$ cat src/rtl/adder_result_display.sv
// Purpose: captures the 4-bit adder result {carry, sum} and scans it onto a
//          4-digit active-low 7-segment display in decimal (0..31) or hex (00..1F).
// Latency: value one clk after load; an/seg/dp one clk after value or scan_idx change.
// Backpressure: none -- load is a fire-and-forget strobe, display is a pure sink.
//
// Ports:
//   clk       system clock, all state on rising edge
//   rst       asynchronous active-high reset
//   load      capture strobe for {carry, sum}
//   sum       adder sum bits
//   carry     adder carry-out
//   hex_mode  0 = decimal, 1 = hex; used live, not captured
//   value     registered captured result {carry, sum}
//   an        digit enables, active-low, an[0] = rightmost digit
//   seg       segments {g,f,e,d,c,b,a}, active-low
//   dp        decimal point, active-low; lit on digit0 when value[4]=1

module adder_result_display #(
  parameter int CLK_DIV = 50000
) (
  input  logic       clk,
  input  logic       rst,
  input  logic       load,
  input  logic [3:0] sum,
  input  logic       carry,
  input  logic       hex_mode,
  output logic [4:0] value,
  output logic [3:0] an,
  output logic [6:0] seg,
  output logic       dp
);

  localparam int              DIV_W    = $clog2(CLK_DIV);
  localparam logic [DIV_W-1:0] DIV_LAST = DIV_W'(CLK_DIV - 1);

  localparam logic [6:0] SEG_BLANK   = 7'h7F;
  localparam logic [6:0] SEG_TAG_DEC = 7'h21;  // 'd'
  localparam logic [6:0] SEG_TAG_HEX = 7'h0B;  // 'h'

  // Active-low {g,f,e,d,c,b,a} glyphs for one hex digit.
  function automatic logic [6:0] glyph(input logic [3:0] d);
    logic [6:0] s;
    case (d)
      4'h0:    s = 7'h40;
      4'h1:    s = 7'h79;
      4'h2:    s = 7'h24;
      4'h3:    s = 7'h30;
      4'h4:    s = 7'h19;
      4'h5:    s = 7'h12;
      4'h6:    s = 7'h02;
      4'h7:    s = 7'h78;
      4'h8:    s = 7'h00;
      4'h9:    s = 7'h10;
      4'hA:    s = 7'h08;
      4'hB:    s = 7'h03;
      4'hC:    s = 7'h46;
      4'hD:    s = 7'h21;
      4'hE:    s = 7'h06;
      default: s = 7'h0E;
    endcase
    return s;
  endfunction

  logic [4:0]       r_value;
  logic [DIV_W-1:0] r_div;
  logic [1:0]       r_scan_idx;
  logic [3:0]       r_an;
  logic [6:0]       r_seg;
  logic             r_dp;

  logic             w_tick;
  logic [1:0]       w_tens;
  logic [3:0]       w_units_off;
  logic [3:0]       w_units;
  logic [3:0]       w_an_nxt;
  logic [6:0]       w_seg_nxt;
  logic             w_dp_nxt;

  assign w_tick = (r_div == DIV_LAST);

  // Result capture; load held high captures every cycle.
  always_ff @(posedge clk or posedge rst) begin
    if (rst) begin
      r_value <= '0;
    end else if (load) begin
      r_value <= {carry, sum};
    end
  end

  // Scan-rate divider and digit index; scan_idx wraps 3->0 by overflow.
  always_ff @(posedge clk or posedge rst) begin
    if (rst) begin
      r_div      <= '0;
      r_scan_idx <= 2'd0;
    end else begin
      if (w_tick) begin
        r_div      <= '0;
        r_scan_idx <= r_scan_idx + 2'd1;
      end else begin
        r_div      <= r_div + 1'b1;
      end
    end
  end

  // Decimal split by comparison, no divider.
  always_comb begin
    w_tens = 2'd0;
    if (r_value >= 5'd30) begin
      w_tens = 2'd3;
    end else if (r_value >= 5'd20) begin
      w_tens = 2'd2;
    end else if (r_value >= 5'd10) begin
      w_tens = 2'd1;
    end
  end

  // units = value - 10*tens. The result is always < 10, so the subtraction
  // can be done mod 16 on value[3:0]: 10, 20, 30 reduce to 10, 4, 14.
  always_comb begin
    w_units_off = 4'd0;
    case (w_tens)
      2'd1:    w_units_off = 4'd10;
      2'd2:    w_units_off = 4'd4;
      2'd3:    w_units_off = 4'd14;
      default: w_units_off = 4'd0;
    endcase
  end

  assign w_units  = r_value[3:0] - w_units_off;
  assign w_an_nxt = ~(4'b0001 << r_scan_idx);

  // Segment pattern for the currently selected digit.
  always_comb begin
    w_seg_nxt = SEG_BLANK;
    w_dp_nxt  = 1'b1;
    case (r_scan_idx)
      2'd0: begin
        w_seg_nxt = hex_mode ? glyph(r_value[3:0]) : glyph(w_units);
        // Overflow beyond 4 bits is flagged by the point on the units digit.
        w_dp_nxt  = ~r_value[4];
      end
      2'd1: begin
        if (hex_mode) begin
          if (r_value[4]) begin
            w_seg_nxt = glyph(4'd1);
          end
        end else if (w_tens != 2'd0) begin
          w_seg_nxt = glyph({2'b00, w_tens});
        end
      end
      2'd2: begin
        w_seg_nxt = SEG_BLANK;
      end
      default: begin
        w_seg_nxt = hex_mode ? SEG_TAG_HEX : SEG_TAG_DEC;
      end
    endcase
  end

  // Registered display outputs; all dark while in reset.
  always_ff @(posedge clk or posedge rst) begin
    if (rst) begin
      r_an  <= 4'b1111;
      r_seg <= SEG_BLANK;
      r_dp  <= 1'b1;
    end else begin
      r_an  <= w_an_nxt;
      r_seg <= w_seg_nxt;
      r_dp  <= w_dp_nxt;
    end
  end

  assign value = r_value;
  assign an    = r_an;
  assign seg   = r_seg;
  assign dp    = r_dp;

endmodule

$ cat config.mk
export PLATFORM = sky130hd
export DESIGN_NAME = adder_result_display
export DESIGN_NICKNAME = d
export VERILOG_FILES = /design/src/rtl/adder_result_display.sv
export SDC_FILE = /design/constraint.sdc
export NUM_CORES = 1
export LEC_CHECK = 0
export BUFFER_PORTS_ARGS = -buffer_cell sky130_fd_sc_hd__buf_2
export CAP_MARGIN = 0
export CELL_PAD_IN_SITES_DETAIL_PLACEMENT = 0
export CELL_PAD_IN_SITES_GLOBAL_PLACEMENT = 1
export CORE_ASPECT_RATIO = 1.2
export CORE_UTILIZATION = 39
export CTS_CLUSTER_DIAMETER = 80
export DETAILED_ROUTE_END_ITERATION = 10
export HOLD_SLACK_MARGIN = 0.12
export PLACE_DENSITY_LB_ADDON = 0.2
export SYNTH_ARGS = -nofsm -noshare
export SYNTH_HDL_FRONTEND = slang
export SYNTH_SLANG_ARGS = --single-unit
export TNS_END_PERCENT = 30
$ cat constraint.sdc
create_clock -name clk -period 4.07 [get_ports clk]
set_input_delay 0.407 -clock clk [delete_from_list [all_inputs] [get_ports clk]]
set_output_delay 0.407 -clock clk [all_outputs]
set_load 0.1 [all_outputs]
## Word-level counts from Yosys, hierarchy flattened

Memory sizes are Yosys's and may differ from the RTL's.
Index checks and enable logic that the tools add are counted.
Widths: inputs -> output; s select.

- ROM bits: 224
- Memories: 2
- Bits of input ports: 9
- Word-level logic and storage cells: 39
- Register bits: 35

- Bitwise gates (word level): 2
- Equality and inequality tests: 6
- Magnitude comparators: 3
- Reductions and logical operators: 3
- Shifts and indexed selects: 1
- Multiplexer cells: 13
- Add/subtract/negate cells: 3

Memory list:

| memory | words | bits a word | rd ports | clocked after Yosys merged registers in | wr ports | line | RTL |
|---|---|---|---|---|---|---|---|
| (name not given) | 16 | 7 | 1 | 0 | 0 | 43 | `case (d)` |
| (name not given) | 16 | 7 | 1 | 0 | 0 | 43 |  |

Operators by type and width:

| operator | count |
|---|---|
| $pmux 7 s4 | 1 |
| $mux 7 | 3 |
| $pmux 7 s3 | 1 |
| $add 16x1->16 const B | 1 |
| $eq 16x16->1 const B | 1 |
| $mux 16 | 1 |
| $pmux 4 s3 | 1 |
| $ge 5x5->1 const B | 2 |
| $eq 2x2->1 const B | 3 |
| $mux 6 | 1 |
| $ge 5x4->1 const B | 1 |
| $eq 2x1->1 const B | 2 |
| $logic_not 2->1 | 2 |
| $mux 2 | 2 |
| $not 4->4 | 1 |
| $shl 1x2->4 const A | 1 |
| $sub 4x4->4 | 1 |
| $mux 3 | 1 |
| $add 2x1->2 const B | 1 |
| $mux 1 | 2 |
| $reduce_bool 2->1 | 1 |
| $not 1->1 | 1 |

## Longest topological paths before layout

Gate-level depths: netlist of run 1.
An unclocked memory read counts as a cell.

- Depth in word-level cells: 10
- Mapped depth: 15
- Depth with buffers taken out: 14

## Worst setup path after synthesis of run 1

Ideal clock, no wire load.

- Path type: flip-flop to flip-flop
- Start point: reg r_value[0] (netlist: value[0])
- End point: reg r_seg[5] (netlist: seg[5])
- Buffers on the path: 1
- Slack: 0.228 ns
- Stages on the path, launching flop included: 15
- Setup time: 0.084 ns
- Arrival time: 3.758 ns
- Path through: dfrtp_1 > inv_1 > ha_1 > nand2b_4 > mux2i_1 > a21oi_1 > ha_1 > inv_1 > fa_1 > nor2b_1 > a221oi_4 > buf_6 > mux2i_1 > a21oi_1 > a311o_1

- Word-level cells in the longest chain between the ends: 10
- Elaborated cells on any way between the ends: 20
- Classes of those cells: add/sub: 1; order compare: 3; eq/ne: 3; mux: 9; reduce/logical: 2; memory: 2

RTL lines:

| item | line | RTL |
|---|---|---|
| start, declared | 64 | `logic [4:0] r_value;` |
| start signal, assigned | 86 | `r_value <= {carry, sum};` |
| $ge 5x4->1 | 112 | `end else if (r_value >= 5'd10) begin` |
| $mux 1 | 112 |  |
| $mux 2 | 110 | `end else if (r_value >= 5'd20) begin` |
| $mux 2 | 108 | `if (r_value >= 5'd30) begin` |
| $eq 2x2->1 / $eq 2x1->1 (equally long branches) | 43, 121 |  |
| $pmux 4 s3 | 121 | `case (w_tens)` |
| $sub 4x4->4 | 129 | `assign w_units = r_value[3:0] - w_units_off;` |
| $mem_v2 16x7 | -- |  |
| $mux 7 | 138 | `w_seg_nxt = hex_mode ? glyph(r_value[3:0]) : glyph(w_units);` |
| $pmux 7 s3 * | 136 | `case (r_scan_idx)` |
| net w_seg_nxt[5] | 76 | `logic [6:0] w_seg_nxt;` |
| end signal, assigned | 168 | `r_seg <= w_seg_nxt;` |
| end, declared | 68 | `logic [6:0] r_seg;` |

The timed path passes the listed nets; every way through them passes the cells marked *. The select of a mux whose other input is x is not followed.
A chain may end at the register's enable or synchronous reset.

## Worst setup path in the final report of run 1

- Start point: reg r_value[0] (netlist: value[0])
- End point: reg r_seg[6] (netlist: seg[6])

Same word-level chain as after synthesis.

==> results.md, run 1 <==
- The flow ran to the end, and the final reports show no timing, DRC or antenna violations.
- The data required time of the worst path is 4.27 ns.
- TritonCTS built the clock tree.
- The commonest cells after synthesis are sky130_fd_sc_hd__dfrtp_1, sky130_fd_sc_hd__ha_1, sky130_fd_sc_hd__nand2_1.
- Cells with a size suffix above 1 make up 22.35% of the layout.
- During synthesis, Yosys emitted a total of 0 warnings.
- The die is 71.78 microns wide.
- Detailed placement ended at an HPWL of 3601 microns.
- IR analysis of the VDD net gives a maximum drop of 0.0001683 V.
- Adding up every negative setup slack in the final design gives 0 ns.
- In this run, the number of DRC markers left after iteration 0 of detailed routing was 65.
- Global routing used 17.25% of the available tracks.
- During I/O placement, the number of pins put on the boundary was 26.
- The pre-antenna-repair detailed-routing pass consisted of 4 iterations.
- In this run, distinct cell masters in the synthesized netlist total 46.
- Synthesis produced a netlist whose cell count is about 240.
- The worst setup path is of the reg2reg kind.
- The first global-routing pass estimated 8114 microns of wire.
- Detailed routing inserted a total of 1726 vias.
- Max-cap violations in this run came to 0.
- The total leakage power is 1.193 nW.
- The overflow left after global routing is 0.
- The number of pins exceeding their max-slew limit in the final report was 0.
- A synthesized cell averages 9.573 sq um.
- Setup repair after global routing left no endpoint under its margin.
- After detailed routing, the average wire length per cell comes to 14.84 microns.
- The quantity of hold-fixing buffers added after cts is 0.
- The depth of the CTS H-tree is 2.
- The number of flip-flops and latches in the synthesized netlist is 35.
- The terminus of the critical flop-to-flop path is seg[6].
- The leading register cell type out of synthesis is sky130_fd_sc_hd__dfrtp_1.
- For this configuration, the core starts out at a cell density of around two fifths.
- The repair_antennas step left the layout with diodes totalling 0.
- The path class of the tightest hold or removal check is in2async.
- The clock tree root driver cell is sky130_fd_sc_hd__clkbuf_8.
- Input and output buffers added on the ports amount to 25.
- The vertical die dimension is 85.73 microns.
- By area the synthesized netlist is led by sky130_fd_sc_hd__dfrtp_1, sky130_fd_sc_hd__dfstp_2, sky130_fd_sc_hd__ha_1, sky130_fd_sc_hd__o21ai_0, sky130_fd_sc_hd__nand2_1.
- The floorplan has 30 rows.
- The startpoint class of the critical path is a flop.
- The worst path needs 3.684 ns of the cycle, external delays included.
- The area added between synthesis and finish is 13.01%.
- Static timing analysis puts the maximum clock frequency at 271.4 MHz.
- Clock-pin slew was measured on the worst setup and hold paths at 0.07 ns.
- Summing every instance area after synthesis gives 0.002278 sq mm.
- The fraction of registers with async set/reset is 100.0%.
- The maximum fanout along the worst path is 10.
- The worst-case clock buffer depth is 2.
- The full die area is 0.006153 sq mm.
- The count of cells resized by post-cts repair is 0.
- The routed design has between 4000 and 5000 microns of wire.
- The final period utilization is approximately 91%.
- By instance count, the leading cell after synthesis is sky130_fd_sc_hd__dfrtp_1.
- The via count of the first global-routing pass is 1643.
- The final layout contains slightly below 300 nets.
- The clock insertion delay at the later pin of the skew report is 0.28 ns.
- sky130_fd_sc_hd__dfrtp_1 takes more of the synthesized area than any other cell.
- The slew at the pin closest to its max-slew limit is 0.4876 ns.
- STA puts the critical path data arrival time at 3.89 ns.
- The initial antenna violation count is 0.
- Measured in cells, the most critical reg-to-reg path has a length of 13.
- Across all register-to-register paths, the minimum setup slack is roughly 0.39 ns.
- The number of setup buffers added after CTS is 0.
- The post-route antenna net violation count is 0.
- The pin count of the biggest net entering global routing is 36.
- Clock tree synthesis found a total of 35 sinks.
- The congestion estimate from routability-driven global placement came to around 0.9.
- Counting flops with a built-in enable in the synthesized netlist gives 0.
- The remaining design rule violation count is 0.
- Setup violations remaining at the end of the flow were counted as 0.
- The endpoint type of the worst setup path is a flop.
- The core area is roughly 0.0056 sq mm.
- The number of buffers created by CTS is 5.
- The number of nets produced by synthesis is 269.
- The setup skew after layout is 0.003304 ns.
- Using the TritonRoute via totals, the vias-per-cell ratio works out to between 5 and 6.
- Measured against its own limit, the worst slew margin works out to 67.72%.
- The synthesized design devotes to its leading area cell type 25.26% of total area.
- The areal power density over the cells is 453.3 mW/mm^2.
- The final hold violation count is 0.
- The design draws roughly 1.2 mW.
- The post-synthesis sequential area ratio is 39.10%.
- The startpoint identified for the worst register-to-register timing path is value[0].
## worst max-delay path: stages (launching register included)
cell and delay, ns:
sky130_fd_sc_hd__dfrtp_1 0.49, sky130_fd_sc_hd__inv_1 0.30, sky130_fd_sc_hd__ha_1 0.27, sky130_fd_sc_hd__nand2b_4 0.15, sky130_fd_sc_hd__mux2i_1 0.08, sky130_fd_sc_hd__a21oi_1 0.26, sky130_fd_sc_hd__ha_1 0.19, sky130_fd_sc_hd__inv_1 0.05
sky130_fd_sc_hd__fa_1 0.39, sky130_fd_sc_hd__nor2b_1 0.17, sky130_fd_sc_hd__a221oi_4 0.48, sky130_fd_sc_hd__mux2_2 0.38, sky130_fd_sc_hd__a221oi_1 0.29, sky130_fd_sc_hd__nor3_1 0.09
## worst max-delay path by stage
stage	cells after the start	startpoint	endpoint	slack, ns
floorplan	14	value[0]	seg[5]	0.23
global placement	13	value[0]	seg[6]	0.50
detailed placement	13	value[0]	seg[6]	0.39
CTS	13	value[0]	seg[6]	0.38
global route	14	value[0]	seg[1]	0.12
finish	13	value[0]	seg[6]	0.39
## through the flow
stage                     hold WS [ns]  instances  instance area (sq um)  utilization, %  worst slack, ns
after floorplan                 0.4461        238                   2278               -           0.2280
after global placement          0.4699        320                   2457           43.64           0.4997
after detailed placement        0.4691        320                   2457           43.64           0.3909
after CTS                       0.2172        328                   2575           45.73           0.3797
after global routing            0.2446        328                   2575           45.73           0.1219
final                           0.2158        328                   2575           45.73           0.3856
## per-layer routing
layer / part of all wire [%] / wire length (microns) / track usage [%]
met1: 45 / 2208 / 21.47
met5: 0 / 0 / 0
met2: 50 / 2456 / 28.82
met3: 2.0 / 96 / 3.173
met4: 2.2 / 106 / 8.021
## power by group
part	leakage (nW)	total, mW	switching, mW	internal (mW)
clock	0.0612	0.324	0.126	0.198
sequential	0.423	0.402	0.0173	0.385
combinational	0.709	0.441	0.320	0.121
total	1.19	1.17	0.463	0.704
## sequential cells by signal, summed over array words and instances (netlist names)
name and cells:
an 4, r_div 16, r_scan_idx 2, value 5
dp 1, seg 7
## cell usage in the layout (no fill, tap or decap), types with 2 or more instances in the layout
cell                       instances
sky130_fd_sc_hd__nor3_1            5
sky130_fd_sc_hd__mux2i_1           7
sky130_fd_sc_hd__inv_1            17
sky130_fd_sc_hd__xor2_1            5
sky130_fd_sc_hd__dfrtp_1          23
sky130_fd_sc_hd__and4_1            2
sky130_fd_sc_hd__buf_2            25
sky130_fd_sc_hd__nand4_1           2
sky130_fd_sc_hd__ha_1             21
sky130_fd_sc_hd__or3_1             3
sky130_fd_sc_hd__a21oi_1          12
sky130_fd_sc_hd__a211oi_1          4
sky130_fd_sc_hd__a221oi_1          2
sky130_fd_sc_hd__a31oi_1           2
sky130_fd_sc_hd__clkbuf_8          6
sky130_fd_sc_hd__xnor2_1           8
sky130_fd_sc_hd__nor3b_1           2
sky130_fd_sc_hd__nand3_1           6
sky130_fd_sc_hd__and3_1            2
sky130_fd_sc_hd__nand2_1          21
sky130_fd_sc_hd__o22ai_1           2
sky130_fd_sc_hd__mux2_2            3
sky130_fd_sc_hd__nor2_1           19
sky130_fd_sc_hd__mux4_2            2
sky130_fd_sc_hd__dfstp_2          12
sky130_fd_sc_hd__buf_4             4
sky130_fd_sc_hd__nor2b_1           6
sky130_fd_sc_hd__o21ai_0          20
## layout make-up
cell class                 count  area [sq um]
fill                         563          3055
tap                           64         80.08
sequential                    35         890.9
inverter                      19         71.32
timing repair buffer          29         155.1
clock inverter                 2         35.03
clock buffer                   6         82.58
multi-input combinational    173          1260
## cell families (layout without fill, tap and decap cells)
logic type,Yosys count,in the layout,synth area share [%]
and+or+nand+nor,74,74,16.31
AOI/OAI and AO/OA,52,52,15.05
DFF,35,35,39.10
buffers and inverters,30,56,5.601
adders and majority gates,22,22,12.41
xor gates and xnor gates,13,13,4.997
muxes,12,12,6.535
Note: power is estimated with default switching activity, not from simulation.
==> run 2, diff against run 1 <==
--- a/config.mk
+++ b/config.mk
@@ -10,8 +10,7 @@
 export CELL_PAD_IN_SITES_DETAIL_PLACEMENT = 0
 export CELL_PAD_IN_SITES_GLOBAL_PLACEMENT = 1
 export CORE_ASPECT_RATIO = 1.2
-export CORE_UTILIZATION = 39
-export CTS_CLUSTER_DIAMETER = 80
+export CORE_UTILIZATION = 45
 export DETAILED_ROUTE_END_ITERATION = 10
 export HOLD_SLACK_MARGIN = 0.12
 export PLACE_DENSITY_LB_ADDON = 0.2
==> results.md, run 2 (synthesized netlist as in run 1, its figures left out) <==
- The maximum fanout along the worst path is 9 (-1).
- The shortest clock period the worst path allows after layout was 3.377 ns (-0.3070 ns).
- The depth of the CTS H-tree is 2 (unchanged).
- The startpoint class of the critical path is a flop.
- The detailed-routed wire length on met3 is 145 microns (+51%).
- The core area was 0.004905 sq mm (-13%).
- The upper clock frequency limit is 296.1 MHz (+9.1%).
- The detailed-placement wirelength estimate is 3515 microns (-2.4%).
- The count of pins on the block boundary came to 26 (unchanged).
- The clock insertion delay at the later pin of the skew report came to 0.29 ns (about the same).
- The number of design-rule violations left by the first detailed-router iteration came to 42 (-35%).
- The areal power density over the cells is 455.5 mW/mm^2 (+0.47%).
- The post-placement setup slack is 0.7086 ns (+0.3176 ns).
- The remaining design rule violation count is 0 (unchanged).
- The setup skew after layout is 0.008058 ns (+0.004754 ns).
- The register with the most flip-flops is r_div.
- The final period utilization is 82.98% (-7.5 points).
- The area of combinational cells with multiple inputs was 0.001260 sq mm (unchanged).
- The area added between synthesis and finish is 12.79%.
- The overall global routing resource usage is 19.93% (+2.7 points).
- The via count of the first global-routing pass is 1706 (+3.8%).
- The number of endpoints failing setup at the final stage came to 0 (unchanged).
- The number of max-cap violations is 0 (unchanged).
- The via count is 1757 (+1.8%).
- In the layout the commonest cells are sky130_fd_sc_hd__buf_2, sky130_fd_sc_hd__dfrtp_1, sky130_fd_sc_hd__nand2_1, sky130_fd_sc_hd__ha_1, sky130_fd_sc_hd__o21ai_0.
- The placement-stage cell area is 0.002452 sq mm (-0.20%).
- The routed length on met1 is 2054 microns (-7.0%).
- The max-slew headroom at the worst pin is 63.41% (-4.3 points).
- The design area is 0.002570 sq mm (-0.19%).
- The die boundary width is 66.96 microns (-6.7%).
- The quantity of hold-fixing buffers added after cts came to 0 (unchanged).
- The count of cells resized by post-cts repair was 0 (unchanged).
- The number of antenna repair diodes came to 0 (unchanged).
- The iteration count of the initial detailed-routing pass was 4 (unchanged).
- The leading cell type in the layout, fill and taps excluded is sky130_fd_sc_hd__buf_2.
- The clock transition at the registers of the reported paths is 0.08 ns (about the same).
- The placement row count came to 28 (-6.7%).
- The worst-case vdd ir drop came to 0.0001965 V (+17%).
- The total leakage power is 1.193 nW (about the same).
- Setup repair after global routing left no endpoint under its margin.
- The initial standard-cell utilization of the core is 46.45% (+6.0 points).
- The overflow left after global routing was 0 (unchanged).
- The TritonCTS sink count is 35 (unchanged).
- The worst-case clock buffer depth came to 2 (unchanged).
- The tightest min-delay check is of the in2async type.
- Walking the worst path, the cells encountered are inv_1 > ha_1 > nand2b_4 > mux2i_1 > a21oi_1 > ha_1 > inv_1 > fa_1 > nor2b_1 > a221oi_4 > mux2_2 > a221oi_1 > nor3_1.
- The type of the worst setup path is reg2reg.
- The detail-routed via count per cell is 5.423 (+3.1%).
- The number of flip-flops in the largest register is 16 (unchanged).
- The final net count came to 294 (unchanged).
- The number of pins exceeding their max-slew limit in the final report was 0 (unchanged).
- The maximum cell stage delay along the critical path is 0.48 ns (about the same).
- The flow ran to the end, and the final reports show no timing, DRC or antenna violations.
- The uppermost metal layer occupied by signal nets is met4.
- The largest individual stage delay along the critical path comes from the cell sky130_fd_sc_hd__dfrtp_1.
- The post-route antenna net violation count was 0 (unchanged).
- The slew at the pin closest to its max-slew limit is 0.5488 ns (+0.06124 ns).
- The post-route setup TNS is 0 ns (unchanged).
- The share of final-layout standard cells stronger than drive strength 1 is 22.35% (unchanged).
- The routability-driven placement congestion ratio was 0.8050 (-12%).
- The initial antenna violation count was 0 (unchanged).
- The post-detailed-routing wire length was 4725 microns (-2.9%).
- The endpoint type of the worst setup path is a flop.
- The number of buffers created by CTS was 5 (unchanged).
- The data required time of the worst path is 4.28 ns (about the same).
- The final hold violation count is 0 (unchanged).
- The number of port buffers is 25 (unchanged).
- The global-route wire length before repair came to 7955 microns (-2.0%).
- The full die area came to 0.005353 sq mm (-13%).
- The clock tree root driver cell is sky130_fd_sc_hd__clkbuf_8.
- The vertical die dimension is 79.95 microns (-6.7%).
- The data arrival time at the worst-slack endpoint is 3.58 ns (-0.31 ns).
- The clock tree from TritonCTS is done.
- The count of filler cells inserted in the layout is 476 (-15%).
- The worst-case setup margin in the final layout is 0.6926 ns (+0.3070 ns).
- The routed length on met2 was 2351 microns (-4.3%).
- The area taken by flip-flops and latches was 890.9 sq um (unchanged).
- The pin count of the biggest net entering global routing came to 36 (unchanged).
- The post-CTS setup buffer count was 0 (unchanged).
- The average wire per standard cell is 14.58 microns (-1.7%).
## run 2: cell counts in the layout (fill, tap and decap cells not counted)
No cell type changed its count.
## run 2: layout make-up
class / instances / share of cell area, %
clock buffer: 6 / 3.213
clock inverter: 2 / 1.363
inverter: 19 / 2.775
multi-input combinational: 173 / 49.03
sequential: 35 / 34.66
tap: 60 / 2.921
timing repair buffer: 29 / 6.037
## run 2: where the power goes
part	total (mW)	internal [mW]	leakage, nW	switching, mW
Clock	0.328	0.198	0.0612	0.130
Combinational	0.437	0.121	0.709	0.316
Sequential	0.405	0.385	0.423	0.0202
Total	1.17	0.704	1.19	0.467
## run 2: worst max-delay path: cells and delay by family, from the launching register on
| kind | cells | cell delay (ns) |
|---|---|---|
| adder cells (fa/ha/maj) | 3 | 0.80 |
| flip-flops | 1 | 0.48 |
| multiplexers | 2 | 0.45 |
| AO/OA/AOI/OAI | 3 | 0.99 |
| buffers and inverters | 2 | 0.17 |
| AND/OR/NAND/NOR | 3 | 0.42 |
## run 2: path summary, 6_finish.rpt
path	cells past startpoint	end	startpoint	slack (ns)
min in group clk	3	value[1]	sum[1]	0.32
min	3	value[4]	rst	0.20
max reg2reg	13	seg[6]	value[0]	0.69
min reg2reg	1	r_div[15]	r_div[15]	0.48
max in group asynchronous	3	an[1]	rst	3.53
max	13	seg[6]	value[0]	0.69
## run 2: metrics by stage
stage	util [%]	power, mW	std cells	hold slack [ns]
after floorplan	-	0.7827	238	0.4461
after global placement	50.00	0.8483	316	0.4670
after detailed placement	50.00	0.8469	316	0.4757
after CTS	52.40	1.179	324	0.2105
after global routing	52.40	1.228	324	0.2401
final	52.40	1.171	324	0.1971
## run 2: routing by layer
| metal | track usage (%) | vias up |
|---|---|---|
| li1 | - | 872 |
| met1 | 22.98 | 839 |
| met2 | 34.34 | 31 |
| met3 | 3.571 | 15 |
| met4 | 10.43 | 0 |
| met5 | 0 | - |
